### config.mk
export PLATFORM = sky130hd
export DESIGN_NAME = fetch_sequencer
export DESIGN_NICKNAME = d
export VERILOG_FILES = /design/src/rtl/fetch_sequencer.sv
export SDC_FILE = /design/constraint.sdc
export NUM_CORES = 1
export LEC_CHECK = 0
export ABC_CLOCK_PERIOD_IN_PS = 3130
export BUFFER_PORTS_ARGS = -buffer_cell sky130_fd_sc_hd__buf_2
export CELL_PAD_IN_SITES_DETAIL_PLACEMENT = 0
export CELL_PAD_IN_SITES_GLOBAL_PLACEMENT = 1
export CORE_MARGIN = 5
export CORE_UTILIZATION = 40
export CTS_BUF_LIST = sky130_fd_sc_hd__clkbuf_8
export CTS_CLUSTER_DIAMETER = 40
export DETAILED_ROUTE_END_ITERATION = 6
export PLACE_DENSITY_LB_ADDON = 0.1
export SYNTH_ARGS = -nofsm -noshare
export SYNTH_HDL_FRONTEND = slang
export SYNTH_SLANG_ARGS = --single-unit
### constraint.sdc
create_clock -name clk -period 3.13 [get_ports clk]
set_input_delay 0.626 -clock clk [delete_from_list [all_inputs] [get_ports clk]]
set_output_delay 0.626 -clock clk [all_outputs]
set_load 0.02 [all_outputs]
### src/rtl/fetch_sequencer.sv
// fetch_sequencer: LC-3b instruction-fetch controller that owns the PC, reads
// instruction words over a request/response handshake and strobes them into the IR.
module fetch_sequencer #(
    parameter logic [15:0] PC_RESET = 16'h0000,
    parameter int          TIMEOUT  = 255
) (
    input  logic        clk,
    input  logic        reset_n,
    input  logic        start,
    input  logic        stop,
    input  logic        mem_resp,
    input  logic [15:0] mem_rdata,
    input  logic        exec_done,
    input  logic        branch_taken,
    input  logic [15:0] branch_target,
    output logic        mem_read,
    output logic [15:0] mem_address,
    output logic        load_ir,
    output logic [15:0] ir_in,
    output logic [15:0] pc_out,
    output logic        ir_valid,
    output logic        busy,
    output logic        fetch_err,
    output logic [15:0] fetch_count
);
    typedef enum logic [2:0] {IDLE, FETCH, LOAD, EXEC, ERROR} state_t;

    state_t      state, next_state;
    logic [15:0] pc;
    logic [7:0]  timer;
    logic        timed_out;

    // A response arriving in the final allowed cycle still wins over the timeout.
    assign timed_out = timer == 8'(TIMEOUT - 1);

    always_comb begin
        next_state = state;
        case (state)
            IDLE:    next_state = start ? FETCH : IDLE;
            FETCH:   next_state = mem_resp ? LOAD : (timed_out ? ERROR : FETCH);
            LOAD:    next_state = EXEC;
            EXEC:    next_state = exec_done ? (stop ? IDLE : FETCH) : EXEC;
            ERROR:   next_state = start ? IDLE : ERROR;
            default: next_state = IDLE;
        endcase
    end

    always_ff @(posedge clk or negedge reset_n) begin
        if (!reset_n) begin
            state       <= IDLE;
            pc          <= PC_RESET;
            ir_in       <= '0;
            fetch_count <= '0;
            timer       <= '0;
        end else begin
            state <= next_state;
            timer <= (state == FETCH && !mem_resp) ? timer + 8'd1 : 8'd0;
            if (state == FETCH && mem_resp)
                ir_in <= mem_rdata;
            if (state == LOAD) begin
                pc          <= pc + 16'd2;
                fetch_count <= fetch_count + 16'd1;
            end
            if (state == EXEC && exec_done && branch_taken)
                pc <= branch_target & 16'hFFFE;
            if (state == ERROR && start)
                pc <= PC_RESET;
        end
    end

    assign mem_read    = state == FETCH;
    assign load_ir     = state == LOAD;
    assign ir_valid    = state == EXEC;
    assign fetch_err   = state == ERROR;
    assign busy        = state != IDLE;
    assign mem_address = pc;
    assign pc_out      = pc;
endmodule

==> flow_metrics.env <==
export IMPL_outcome="finished, final reports clean"
export IMPL_ctsHtreeMaxLevel=3
export IMPL_syn_area_per_cell_um2=10.7
export IMPL_cts_buffer_depth=2
export IMPL_postCtsSetupBuffers=0
export IMPL_layout_min_cycle_time_ns=2.44
export IMPL_die_h_um=96.2
export IMPL_worstSetupEndpointType="output port"
export IMPL_finalCritPeriodShare_pct=77.9
export IMPL_place_inst=457
export IMPL_synthTopCellsByArea="dfrtp_1, xnor2_1, buf_4"
export IMPL_row_count=31
export IMPL_synth_largest_area_cell="dfrtp_1"
export IMPL_final_cell_count_no_fill=472
export IMPL_r2r_start="mem_address[5]$_DFFE_PN0P_"
export IMPL_num_io_pins=108
export IMPL_seq_area_frac_synth_pct=48.9
export IMPL_netlist_area_leader_share_pct=48.9
export IMPL_peakVddDrop_uv=317
export IMPL_hold_class="in2async"
export IMPL_finalNetCount=412
export IMPL_synth_distinct_cells=57
export IMPL_firstDrtPassIters=4
export IMPL_wl_per_cell_um=14.7
export IMPL_cts_tree="done"
export IMPL_fin_skew_ns=0.00670
export IMPL_leakage_nw=1.76
export IMPL_r2r_cells=4
export IMPL_grt_max_degree=59
export IMPL_hpwlAfterDp_um=5060
export IMPL_tightest_slew_ns=0.786
export IMPL_grt_pass1_wl_um=11000
export IMPL_drive_gt1_share_pct=36.5
export IMPL_grt_total_usage_pct=15.4
export IMPL_clk_pin_slew_ns=0.07
export IMPL_worst_path_max_fanout=16
export IMPL_initial_utilization_pct=41.0
export IMPL_cts_resized=0
export IMPL_fmax_ghz=0.410
export IMPL_cts_hold_fix_buffers=0
export IMPL_die_area_um2=9250
export IMPL_critPathKind="reg2out"
export IMPL_drt_total_wl_um=6960
export IMPL_gp_congestion=0.763
export IMPL_critical_path_required_ns=2.50
export IMPL_rsz0062_at_grt="false"
export IMPL_setup_tns_ns=0
export IMPL_core_region_area_um2=7250
export IMPL_io_buffers=104
export IMPL_ant_nets=0
export IMPL_rrSetupSlack_ns=1.16
export IMPL_finalHoldViolCount=0
export IMPL_power_mw=3.22
export IMPL_dpl_cell_area_um2=3430
export IMPL_initialDrtViolationCount=70
export IMPL_root_buffer="clkbuf_8"
export IMPL_fillCellCount=702
export IMPL_async_flop_share_pct=100
export IMPL_cap_violations=0
export IMPL_ys_ff_latch=58
export IMPL_cellPowerDensity_nw_per_um2=889
export IMPL_ys_flop_type="dfrtp_1"
export IMPL_drc_errors=0
export IMPL_startpoint_type="flop"
export IMPL_ys_warnings_count=0
export IMPL_grt_pass1_vias=2236
export IMPL_antenna_cells_inserted=0
export IMPL_antenna_found_initial=0
export IMPL_cp_arrival_ns=1.81
export IMPL_cts_buffers_inserted=9
export IMPL_final_common_cell="buf_2"
export IMPL_synth_cells=278
export IMPL_synth_edf_count=0
export IMPL_slew_violations=0
export IMPL_grt_ovfl_total=0
export IMPL_slew_headroom_pct=47.6
export IMPL_clk_latency_ns=0.32
export IMPL_design_area_um2=3620
export IMPL_die_x_um=96.2
export IMPL_cts_sinks=58
export IMPL_vias_per_cell=4.91
export IMPL_utilization_pct=49.9
export IMPL_syn_to_final_growth_pct=21.8
export IMPL_setup_violations_final=0
export IMPL_most_common_layout_cells="buf_2, dfrtp_1, nand2_1, xnor2_1"
export IMPL_reg2reg_to="mem_address[10]$_DFFE_PN0P_"
export IMPL_vias=2318
export IMPL_syn_area_um2=2970
==> cells in the mapped netlist (all sizes together) (2+ instances only) <==
cell type  instances
clkbuf             2
xor2               4
and3               3
and2               2
mux2              16
nor3               8
a21o               2
or2                2
a21oi              4
nand2             21
a221o              6
dfrtp             58
xnor2             17
buf               25
nor2              19
a22oi              2
nand2b             2
mux2i              3
nand3             16
nor4               4
o21ai             16
or3                5
ha                 4
inv                7
nand4              8
==> report_power, final <==
part | total [mW] | switching [mW] | internal [mW]
clock network | 0.649 | 0.272 | 0.376
registers | 1.23 | 0.254 | 0.978
logic | 1.34 | 0.828 | 0.508
==> per-stage QoR <==
stage	hold WS, ns	setup slack [ns]
after floorplan	0.330	1.32
after global placement	0.456	1.04
after detailed placement	0.461	1.01
after CTS	0.471	0.647
after global routing	0.486	0.589
final	0.441	0.692
==> worst max path at each step <==
stage	from	end	slack, ns
6_report	state[1]$_DFF_PN0_	load_ir	0.69
5_1_grt	state[1]$_DFF_PN0_	load_ir	0.59
4_1_cts	state[1]$_DFF_PN0_	load_ir	0.65
3_5_place_dp	state[1]$_DFF_PN0_	load_ir	1.01
3_3_place_gp	state[1]$_DFF_PN0_	load_ir	1.04
2_1_floorplan	state[1]$_DFF_PN0_	ir_in[5]$_DFFE_PN0P_	1.32
==> sequential cells by signal (all words and copies together), names as in the netlist <==
| register | cells |
|---|---|
| mem_address | 15 |
| timer | 8 |
| state | 3 |
| fetch_count | 16 |
| ir_in | 16 |
==> cell families (layout without fill, tap and decap cells) <==
logic type	Yosys count	after routing	synth area share (%)
simple gates	96	96	17.4
compound gates	44	44	10.5
mux	19	19	7.08
fa+ha+maj	4	4	1.68
other cells	1	2	0.126
xor+xnor	21	21	6.45
buf+inv	35	129	7.96
flops	58	58	48.9
==> routing by layer <==
metal  global-route usage (%)  routed length [µm]
met1                     22.8                3440
met2                     21.3                2870
met3                     3.91                 590
met4                     5.69                  55
met5                        0                   0
==> worst max-delay path, stage by stage, from the launching register on <==
cell and delay [ns]:
dfrtp_1 0.50, or3b_1 0.59, clkinv_4 0.21, buf_2 0.19
==> area by class of cell <==
type                    count  area, µm²  area share (%)
clock buffers              10        138            3.80
clock inverters             5       47.5            1.31
inverters                   8       35.0           0.969
multi-input cells         186       1290            35.6
flip-flops and latches     58       1450            40.1
well taps                  99        124            3.42
repair buffers            106        536            14.8
Power figures use the tool's default switching activity.
